==> config.mk <==
export PLATFORM = sky130hd
export DESIGN_NAME = emotion_phrase_generator
export DESIGN_NICKNAME = d
export VERILOG_FILES = /design/src/rtl/emotion_phrase_generator.sv
export SDC_FILE = /design/constraint.sdc
export NUM_CORES = 1
export LEC_CHECK = 0
export ABC_AREA = 1
export BUFFER_PORTS_ARGS = -buffer_cell sky130_fd_sc_hd__buf_2
export CORE_MARGIN = 3
export CORE_UTILIZATION = 49
export DETAILED_ROUTE_END_ITERATION = 16
export PLACE_DENSITY = 0.68
export REMOVE_ABC_BUFFERS = 1
export SYNTH_ARGS = -nofsm -noshare
export SYNTH_HDL_FRONTEND = slang
export SYNTH_SLANG_ARGS = --single-unit
==> constraint.sdc <==
create_clock -name clk -period 3.4 [get_ports clk]
set_clock_uncertainty 0.1 [all_clocks]
set_input_delay 0.34 -clock clk [delete_from_list [all_inputs] [get_ports clk]]
set_output_delay 0.34 -clock clk [all_outputs]
set_load 0.01 [all_outputs]
==> src/rtl/emotion_phrase_generator.sv <==
// Turns a latched emotion result into an 8- or 16-note phrase. Each emotion has its own scale and tempo.
// An LFSR picks the octave and the scale-degree step for every note.
module emotion_phrase_generator #(
  parameter int         TEMPO_BASE = 16,
  parameter int         ROOT_NOTE  = 24,
  parameter logic [7:0] LFSR_SEED  = 8'hA5
) (
  input  logic       clk,
  input  logic       reset,
  input  logic [1:0] emotion_code,
  input  logic [7:0] emotion_confidence,
  input  logic       emotion_valid,
  input  logic       enable,
  output logic [5:0] note_played,
  output logic       load_new_note,
  output logic [4:0] note_index,
  output logic       busy,
  output logic       phrase_done
);

  typedef enum logic [1:0] {IDLE, LOAD, WAIT, DONE} state_t;

  // Scale tables packed as nibbles, degree 0 in the low nibble.
  localparam logic [31:0] MAJOR      = 32'h0B975420;
  localparam logic [31:0] MINOR      = 32'h0A875320;
  localparam logic [31:0] PENTATONIC = 32'h00097420;
  localparam logic [31:0] DIMINISHED = 32'hA9764310;

  state_t      state;
  logic [1:0]  code;
  logic        len_long;
  logic [7:0]  lfsr;
  logic [2:0]  degree;
  logic [15:0] cnt;
  logic [7:0]  seed;
  logic [4:0]  index_next;
  logic        last;

  function automatic logic [15:0] period(input logic [1:0] c);
    logic [1:0] shift;
    case (c)
      2'd0:    shift = 2'd1;
      2'd1:    shift = 2'd3;
      2'd2:    shift = 2'd2;
      default: shift = 2'd0;
    endcase
    return 16'(TEMPO_BASE) << shift;
  endfunction

  function automatic logic [3:0] scale_len(input logic [1:0] c);
    case (c)
      2'd0, 2'd1: return 4'd7;
      2'd2:       return 4'd5;
      default:    return 4'd8;
    endcase
  endfunction

  function automatic logic [3:0] scale_tone(input logic [1:0] c, input logic [2:0] d);
    logic [31:0] tbl;
    case (c)
      2'd0:    tbl = MAJOR;
      2'd1:    tbl = MINOR;
      2'd2:    tbl = PENTATONIC;
      default: tbl = DIMINISHED;
    endcase
    return tbl[{d, 2'b00} +: 4];
  endfunction

  // degree < len and step <= 3, so the sum is below 2*len and one subtract wraps it.
  function automatic logic [2:0] next_degree(input logic [1:0] c, input logic [2:0] d,
                                             input logic [1:0] step);
    logic [3:0] sum;
    logic [3:0] len;
    sum = {1'b0, d} + {2'b00, step};
    len = scale_len(c);
    if (sum >= len) sum = sum - len;
    return sum[2:0];
  endfunction

  assign seed       = LFSR_SEED ^ emotion_confidence;
  assign index_next = note_index + 5'd1;
  assign last       = (index_next == (len_long ? 5'd16 : 5'd8));

  always_ff @(posedge clk or negedge reset) begin
    if (!reset) begin
      state         <= IDLE;
      code          <= 2'd0;
      len_long      <= 1'b0;
      lfsr          <= LFSR_SEED;
      degree        <= 3'd0;
      cnt           <= 16'd0;
      note_played   <= 6'd0;
      load_new_note <= 1'b0;
      note_index    <= 5'd0;
      busy          <= 1'b0;
      phrase_done   <= 1'b0;
    end else begin
      load_new_note <= 1'b0;
      phrase_done   <= 1'b0;
      case (state)
        IDLE: begin
          if (emotion_valid) begin
            state      <= LOAD;
            busy       <= 1'b1;
            code       <= emotion_code;
            len_long   <= emotion_confidence[7];
            lfsr       <= (seed == 8'h00) ? 8'h01 : seed;
            degree     <= 3'd0;
            note_index <= 5'd0;
          end else begin
            busy <= 1'b0;
          end
        end
        LOAD: begin
          cnt   <= period(code) - 16'd1;
          state <= WAIT;
        end
        WAIT: begin
          if (enable) begin
            if (cnt != 16'd0) begin
              cnt <= cnt - 16'd1;
            end else begin
              note_played   <= 6'(ROOT_NOTE) + (lfsr[2] ? 6'd12 : 6'd0)
                               + {2'b00, scale_tone(code, degree)};
              load_new_note <= 1'b1;
              note_index    <= index_next;
              cnt           <= period(code) - 16'd1;
              degree        <= next_degree(code, degree, lfsr[1:0]);
              lfsr          <= {lfsr[6:0], lfsr[7] ^ lfsr[5] ^ lfsr[4] ^ lfsr[3]};
              if (last) state <= DONE;
            end
          end
        end
        DONE: begin
          // busy stays up through the phrase_done cycle and drops on the next IDLE edge.
          phrase_done <= 1'b1;
          state       <= IDLE;
        end
        default: state <= IDLE;
      endcase
    end
  end

endmodule

## Yosys cells after proc, flatten, opt, wreduce, memory -nomap -nowiden

Index checks and enable logic that the tools add are counted.

- Register bits: 46
- Word-level logic and storage cells: 92

- Add/sub/neg operators: 8
- Magnitude comparators: 1
- Eq/ne operators: 10
- Shift operators: 3
- Muxes and demuxes: 42
- Bitwise logic cells: 5
- Reduce and logical (&&, ||, !) cells: 12

Operators by type and width:

| cell | count |
|---|---|
| 2-to-1 mux 32 bit | 3 |
| case mux 32 bit (3 select lines) | 1 |
| subtractor 16 x 1 -> 16 bit, second input constant | 3 |
| 2-to-1 mux 16 bit | 2 |
| 2-to-1 mux 8 bit | 4 |
| case mux 16 bit (2 select lines) | 1 |
| variable part select 32 x 6 -> 4 bit | 1 |
| left shift 5 x 2 -> 16 bit, first input constant | 2 |
| 2-to-1 mux 5 bit | 4 |
| 2-to-1 mux 2 bit | 8 |
| 2-to-1 mux 4 bit | 4 |
| case mux 8 bit (2 select lines) | 1 |
| nonzero test 16 bit | 1 |
| 2-to-1 mux 3 bit | 4 |
| case mux 5 bit (2 select lines) | 1 |
| logical NOT 8 bit | 1 |
| inequality test 2 bit, second input constant | 4 |
| case mux 2 bit (4 select lines) | 1 |
| case mux 4 bit (2 select lines) | 1 |
| AND reduction 4 bit | 2 |
| adder 5 x 4 -> 6 bit, first input constant | 1 |
| adder 6 x 4 -> 6 bit | 1 |
| equality test 2 bit, second input constant | 3 |
| case mux 2 bit (3 select lines) | 1 |
| other kinds (16) | 26 |

## Longest topological paths before layout

Gate-level depths: netlist (run 1).

- Depth in word-level cells: 11
- Gate-level depth with buffers: 13
- Mapped depth without buffers: 13

## Worst setup path before layout (run 1)

Ideal clock, no wire load.

- Kind: reg2reg
- Start point: register degree[0]
- End point: register degree[2]
- Setup time: 0.065 ns
- Arrival time: 2.266 ns
- Slack: 0.969 ns
- Stages on the path, launching flop included: 13
- Path buffers: 0
- Period minus slack after synthesis: 2.431 ns
- Cell sequence: dfrtp_1 ha_1 fa_1 or2_2 nand2_1 ha_1 nand2_1 nand3b_1 a21oi_1 inv_1 o21ai_0 nand3_1 nand2_1

- Word-level cells in the longest chain between the ends: 6
- Elaborated cells between the ends (all ways): 7

RTL lines:

| what | RTL line | RTL |
|---|---|---|
| from (decl) | 33 | `logic [2:0] degree;` |
| from (signal assigned) | 128 | `degree <= next_degree(code, degree, lfsr[1:0]);` |
| adder 3 x 2 -> 4 bit (*) | 74 | `sum = {1'b0, d} + {2'b00, step};` |
| greater-or-equal comparator 4 bit / subtractor 3 bit (equally long branches) | 76 | `if (sum >= len) sum = sum - len;` |
| 2-to-1 mux 3 bit (*) | 76 |  |
| 2-to-1 mux 3 bit (*) | 120 | `if (cnt != 16'd0) begin` |
| 2-to-1 mux 3 bit (*) | 119 | `if (enable) begin` |
| case mux 3 bit (2 select lines) (*) | 100 | `case (state)` |

Every way passes the cells marked *; elsewhere a longest branch is shown, timed or not. The select of a mux whose other input is x is not followed.
A chain may end at the register's enable or synchronous reset.

## Worst setup path in the final report (run 1)

Ends and elaborated chain as after synthesis.

==> metrics.md, run 1 <==
| Metric | Value |
|---|---|
| Yosys top cell area share | `0.352` |
| Pleak | `approximately 1.7 nW` |
| Worst path bufs/invs | `1` |
| WL/cell | `12.6 µm` |
| Gpl congestion | `between 0.8 and 0.9` |
| Multi-input gate area | `0.00160 mm²` |
| DIE AREA | `roughly 0.007 mm²` |
| Most used DFF post-synth | `dfrtp_1` |
| Final Hold Vio Count | `0` |
| Reg clk slew, reported paths | `approximately 0.090 ns` |
| Yosys warns | `0` |
| Final Cycle Share | `0.782` |
| Total setup buffers inserted after CTS | `0` |
| Mapped cell area | `0.00299 mm²` |
| Vias per cell | `between 5 and 6` |
| Port Buffers | `27` |
| Largest cells by area after synthesis | `dfrtp_1 35%, nand2_1 13%, ha_1 9.2%` |
| CTS Buf Count | `5` |
| Yosys cell types | `36` |
| Post-cts gate resize count | `0` |
| Dpl cell area | `between 0.003 and 0.004 mm²` |
| CTS tree | `done` |
| Initial DRC Count | `about 150` |
| Max_cap viols | `0` |
| Buffer depth of the longest clock path | `2` |
| Worst Setup End Kind | `register` |
| Worst vdd ir | `around 0.00036 V` |
| Vias in the first global route | `between 2000 and 2500` |
| Met2 usage | `0.286` |
| RSZ-0062 raised after global routing | `false` |
| Area leader, netlist | `dfrtp_1` |
| Status | `finished clean` |
| First-pass DRT Iterations | `5` |
| Area Growth Syn to Fin | `8.63%` |
| Core Box Area | `approximately 0.0057 mm²` |
| H-tree depth | `2` |
| Total power | `about 2.2 mW` |
| FFs w/ async S/R, synth | `1.00` |
| Row cnt | `27` |
| Flip-flop and latch area | `around 0.0012 mm²` |
| # IOs | `28` |
| Final setup vio count | `0` |
| GRT met1 Usage | `0.258` |
| Top cells by count, synth | `106 x nand2_1, 45 x inv_1, 42 x dfrtp_1, 28 x nor2_1` |
| Seq/Total Area, Yosys | `0.387` |
| Required time of the critical path | `approximately 3.6 ns` |
| First-pass GRT wire length | `between 10 and 15 mm` |
| CP Data Arrival Time | `about 2.8 ns` |
| Antenna viol nets, final | `0` |
| Count leader, synth | `nand2_1` |
| Slowest stage delay, CP | `0.47 ns` |
| WS Path Type | `register to register` |
| Family with the most delay on the worst path | `adder cells` |
| Initial antenna violation count | `0` |
| Pwr/cell area | `682 mW/mm²` |
| CP most frequent cell | `nand2_1` |
| Root Buffer | `clkbuf_8` |
| Clock latency on the worst-skew pair | `roughly 0.31 ns` |
| GR Overflow Total | `0` |
| Post-CTS Hold Fix Bufs | `0` |
| Final setup TNS | `0 ns` |
| Die Wd | `approximately 84 µm` |
| Count of flip-flops with a built-in enable after synthesis | `0` |
| # nets final | `around 450` |
| Gr usage total | `0.186` |
| Busiest layer in global routing | `met2` |
| Post-Syn Area per Cell | `just under 8 µm²` |
| Worst-Margin Slew | `~1.0 ns` |
| Detailed Route WL | `between 6 and 7 mm` |
| Diodes inserted | `0` |
| Relative slew slack | `0.309` |
| Met3 global-route usage | `0.0296` |
| Yosys reg bits | `46` |
| Clock sinks | `46` |
| Final Max Tran Viols | `0` |
| Max Fanout on Critical Path | `8` |
| Detailed-route DRC error count | `0` |
| Fin crit period | `between 2 and 3 ns` |
| CP Launch Type | `register` |
| Highest clock rate | `around 380 MHz` |
| Fillers | `about 550` |
| Post-DP HPWL | `about 4.5 mm` |
| Synth Instances | `approximately 380` |
| Final instance area | `between 0.003 and 0.004 mm²` |
| Worst-path cell chain | `ha_1, fa_1, or2_2, nand2_1, ha_1, nand2_1, nand3b_1, a21oi_1, inv_1, o21ai_0, nand3_1, nand2_1` |
| Hold WC Path Type | `input pin to async pin` |
| Via count | `between 2000 and 2500` |
| Layout cells sized above 1 | `0.143` |
| Largest net degree at the start of global routing | `47` |
| Starting density of the core | `0.523` |
| Worst path slowest cell | `dfrtp_1` |
| Die height | `about 84 µm` |
-- layout by cell type, fill, tap and decap left out, types with 4 or more instances in the layout --
cell type and n:
xnor2_1 6, ha_1 22, clkbuf_8 5, a21oi_1 14, inv_1 45, nor3_1 6, buf_2 27, nand4_1 8
o21ai_0 26, xor2_1 6, o21ai_2 7, nand3_1 26, nor2_2 4, dfstp_2 4, nor2_1 28, dfrtp_1 42
nand2_1 106
-- worst reg2reg max path: stages, from the launching register on --
cell and delay [ns]:
dfrtp_1 0.47, ha_1 0.24, fa_1 0.38, or2_2 0.32, nand2_1 0.07, ha_1 0.24, nand2_1 0.09, nand3b_1 0.08
a21oi_1 0.26, inv_1 0.11, o21ai_0 0.09, nand3_1 0.08, nand2_1 0.06
-- where the power goes --
group / internal, mW / leakage [nW] / switching, mW / total [mW]
Sequential: 0.689 / 0.585 / 0.119 / 0.808
Combinational: 0.379 / 1.10 / 0.690 / 1.07
Clock: 0.147 / 0.0395 / 0.189 / 0.335
-- metrics by stage --
stage	hold WS, ns	std cells	worst slack [ns]	util
detailed placement	0.364	476	0.784	0.554
global placement	0.357	476	0.866	0.554
floorplan	-0.0556	376	0.969	-
finish	0.112	484	0.743	0.568
CTS	0.155	484	0.760	0.568
global route	0.208	484	0.517	0.568
-- kinds of logic (layout without fill, tap and decap cells) --
logic type / count (synthesis) / in the layout / synth area share
and+or+nand+nor: 192 / 192 / 0.284
adders and majority gates: 24 / 24 / 0.106
xor gates and xnor gates: 12 / 12 / 0.0352
AOI/OAI and AO/OA: 56 / 56 / 0.112
DFF: 46 / 46 / 0.387
buffers and inverters: 54 / 82 / 0.0762
-- metal layers --
layer	wire (µm)	part of all wire	up-vias
met5	0	0	-
met4	110	0.018	0
met3	231	0.038	10
met2	2820	0.46	39
met1	2960	0.48	1139
li1	-	-	1290
-- area by class of cell --
type,instances,share of cell area
clock buffer,8,0.0247
multi-input combinational,284,0.494
timing repair buffer,28,0.0439
sequential,46,0.356
inverter,46,0.0532
tap,72,0.0278
-- state kept, by name, indices dropped and copies added, names as in the netlist --
register and cells:
phrase_done 1, load_new_note 1, note_played 6, len_long 1, busy 1, lfsr 8
code 2, note_index 5, degree 3, cnt 16, state 2
-- worst paths after layout --
check	start	endpoint	slack, ns	cells after the start
worst max-delay path	degree[0]$_DFFE_PN0P_	degree[2]$_DFFE_PN0P_	0.74	12
worst min register to register	busy$_DFFE_PN0N_	busy$_DFFE_PN0N_	0.38	2
worst min-delay path	reset	lfsr[4]$_DFFE_PN0P_	0.11	1
max in group asynchronous	reset	note_played[3]$_DFFE_PN0P_	2.45	1
worst max register to register	degree[0]$_DFFE_PN0P_	degree[2]$_DFFE_PN0P_	0.74	12
min in group clk	emotion_code[1]	code[1]$_DFFE_PN0P_	0.18	3
No activity file was read; power rests on OpenSTA's default activity.
==> run 2: changes to the inputs <==
--- a/config.mk
+++ b/config.mk
@@ -10,7 +10,7 @@
 export CORE_MARGIN = 3
 export CORE_UTILIZATION = 49
 export DETAILED_ROUTE_END_ITERATION = 16
-export PLACE_DENSITY = 0.68
+export PLACE_DENSITY = 0.7
 export REMOVE_ABC_BUFFERS = 1
 export SYNTH_ARGS = -nofsm -noshare
 export SYNTH_HDL_FRONTEND = slang
==> constraint.sdc (replaced) <==
create_clock -name clk -period 2.1 [get_ports clk]
set_clock_uncertainty 0.1 [all_clocks]
set_input_delay 0.21 -clock clk [delete_from_list [all_inputs] [get_ports clk]]
set_output_delay 0.21 -clock clk [all_outputs]
set_load 0.01 [all_outputs]
==> metrics.md, run 2 (synthesis results as in run 1) <==
| Metric | Value |
|---|---|
| Final Hold Vio Count | `0` |
| Worst path slowest cell | `dfstp_2` |
| RR Startpoint | `lfsr[0]$_DFFE_PN1P_` |
| Row cnt | `27` |
| Worst path bufs/invs | `1` |
| Most flop-heavy register | `cnt` |
| Status | `finished with violations` |
| Root Buffer | `clkbuf_8` |
| Pwr/cell area | `roughly 1200 mW/mm²` |
| Family with the most delay on the worst path | `adder cells` |
| Die height | `between 80 and 90 µm` |
| Worst hold path depth | `3` |
| # nets final | `approximately 470` |
| Final setup vio count | `3` |
| Commonest non-fill, non-tap cell in the layout | `nand2_1` |
| Fin crit period | `between 2 and 2.5 ns` |
| Clock sinks | `46` |
| CP Launch Type | `register` |
| Via count | `roughly 2600` |
| WS Path Type | `register to register` |
| GRT met1 Usage | `0.245` |
| Die Wd | `84.1 µm` |
| Buffer depth of the longest clock path | `2` |
| Cell Count, Final, Fillers Out | `slightly above 500` |
| Initial antenna violation count | `0` |
| Total power | `4.32 mW` |
| Initial DRC Count | `142` |
| Slowest stage delay, CP | `approximately 0.56 ns` |
| Met3 global-route usage | `0.0336` |
| Core Box Area | `0.00571 mm²` |
| Worst r2r dst | `degree[2]$_DFFE_PN0P_` |
| Max_cap viols | `0` |
| Max Fanout on Critical Path | `4` |
| Hold_sp | `emotion_code[1]` |
| PnR worst setup slack | `-0.238 ns` |
| Gpl congestion | `0.870` |
| H-tree depth | `2` |
| DIE AREA | `0.00707 mm²` |
| Met2 usage | `0.329` |
| Diodes inserted | `0` |
| RSZ-0062 raised after global routing | `true` |
| CTS tree | `done` |
| Required time of the critical path | `between 2 and 2.5 ns` |
| Area Growth Syn to Fin | `19.8%` |
| Highest clock rate | `roughly 430 MHz` |
| CTS Buf Count | `5` |
| Final core occ | `0.627` |
| Clock latency on the worst-skew pair | `a little over 0.3 ns` |
| Final Cycle Share | `1.11` |
| First-pass DRT Iterations | `7` |
| CP Data Arrival Time | `~2.5 ns` |
| Reg clk slew, reported paths | `0.09 ns` |
| Worst hold endpoint | `code[1]$_DFFE_PN0P_` |
| Worst-Margin Slew | `0.606 ns` |
| Worst Setup End Kind | `register` |
| Relative slew slack | `0.596` |
| GR Overflow Total | `0` |
| Multi-input gate area | `0.00169 mm²` |
| Pleak | `~1.9 nW` |
| Post-DP HPWL | `4.66 mm` |
| Detailed-route DRC error count | `0` |
| Flip-flop and latch area | `0.00116 mm²` |
| # IOs | `28` |
| Layout cells sized above 1 | `0.243` |
| Starting density of the core | `0.523` |
| Dpl cell area | `~0.0033 mm²` |
| Depth of the most critical reg-to-reg path | `10` |
| Dpl cells | `~500` |
| Fillers | `just over 500` |
| Reg-to-reg setup timing slack | `-0.24 ns` |
| Worst-path cell chain | `ha_4, fa_2, ha_1, nand3_1, nand3b_1, a21oi_2, inv_1, o21ai_1, nand3_1, nand2_1` |
| Hold WC Path Type | `input pin to register` |
| Largest regs | `cnt: 16 flops, lfsr: 8 flops, note_played: 6 flops` |
| Vias per cell | `about 5.2` |
| WL/cell | `roughly 13 µm` |
| Final instance area | `about 0.0036 mm²` |
| Largest net degree at the start of global routing | `47` |
| Vias in the first global route | `2513` |
| Detailed Route WL | `between 6 and 7 mm` |
| First-pass GRT wire length | `approximately 11 mm` |
| Busiest layer in global routing | `met2` |
| Largest register FFs | `16` |
| Antenna viol nets, final | `0` |
| Failing checks | `setup timing` |
| Port Buffers | `27` |
| Gr usage total | `0.192` |
| Final Max Tran Viols | `0` |
| CP most frequent cell | `nand3_1` |
| Worst vdd ir | `0.000721 V` |
| Commonest non-fill, non-tap cells in the layout | `102 x nand2_1, 41 x inv_1, 41 x dfrtp_1` |
==> run 2: changes by cell type in the layout (fill, tap and decap cells not counted), moves of 3 or more <==
cell,change
o21ai_1,+4
inv_2,+4
inv_1,-4
ha_1,-6
clkbuf_1,-3
o21ai_0,-4
ha_2,+3
ha_4,+3
nand2_2,+4
nand2_1,-4
buf_4,+22
==> run 2: tightest hold or removal path: cells and delay by family <==
| family | cells | cell delay [ns] |
|---|---|---|
| buffers and inverters | 1 | 0.08 |
| AOI/OAI and AO/OA | 1 | 0.09 |
| and+or+nand+nor | 1 | 0.03 |
==> run 2: routing by layer <==
layer	part of all wire	routed length, µm	vias up
met4	0.015	99	0
met5	0	0	-
li1	-	-	1338
met2	0.49	3170	56
met1	0.46	3010	1216
met3	0.033	214	10
==> run 2: layout make-up <==
class / count / share of cell area
inverter: 46 / 0.0483
clock buffer: 6 / 0.0231
timing repair buffer: 52 / 0.0920
tap: 72 / 0.0252
clock inverter: 2 / 0.0168
multi-input combinational: 284 / 0.471
sequential: 46 / 0.323
==> run 2: repair_timing <==
action | in CTS | in global routing
pin swaps | 14 | 9
endpoints found under the setup margin | 4 | 9
setup buffers | 3 | 1
hold buffers | 1 | 0
hold endpoints to repair | 42 | 0
gates resized for setup | 22 | 7
==> run 2: worst max-delay path by stage <==
stage                           from               endpoint  slack [ns]  cells past startpoint
3_3_place_gp     lfsr[0]$_DFFE_PN1P_  degree[2]$_DFFE_PN0P_       -0.36                     12
3_5_place_dp     lfsr[0]$_DFFE_PN1P_  degree[2]$_DFFE_PN0P_       -0.48                     12
4_1_cts          lfsr[0]$_DFFE_PN1P_  degree[0]$_DFFE_PN0P_       -0.24                     10
2_1_floorplan  degree[0]$_DFFE_PN0P_  degree[2]$_DFFE_PN0P_       -0.33                     12
5_1_grt        degree[0]$_DFFE_PN0P_  degree[0]$_DFFE_PN0P_       -0.36                     12
6_report         lfsr[0]$_DFFE_PN1P_  degree[2]$_DFFE_PN0P_       -0.24                     10
==> run 2: where the power goes <==
part	switching (mW)	internal [mW]
clock network	0.314	0.508
logic	1.29	0.905
registers	0.187	1.12
total	1.79	2.53
==> run 2: metrics by stage <==
step	hold WS, ns	setup TNS, ns	setup slack, ns
2_1_floorplan	-0.186	-0.920	-0.331
3_3_place_gp	0.240	-1.10	-0.362
3_5_place_dp	0.243	-1.48	-0.484
4_1_cts	0.0486	-0.687	-0.243
5_1_grt	0.0834	-1.08	-0.361
6_report	0.0465	-0.675	-0.238
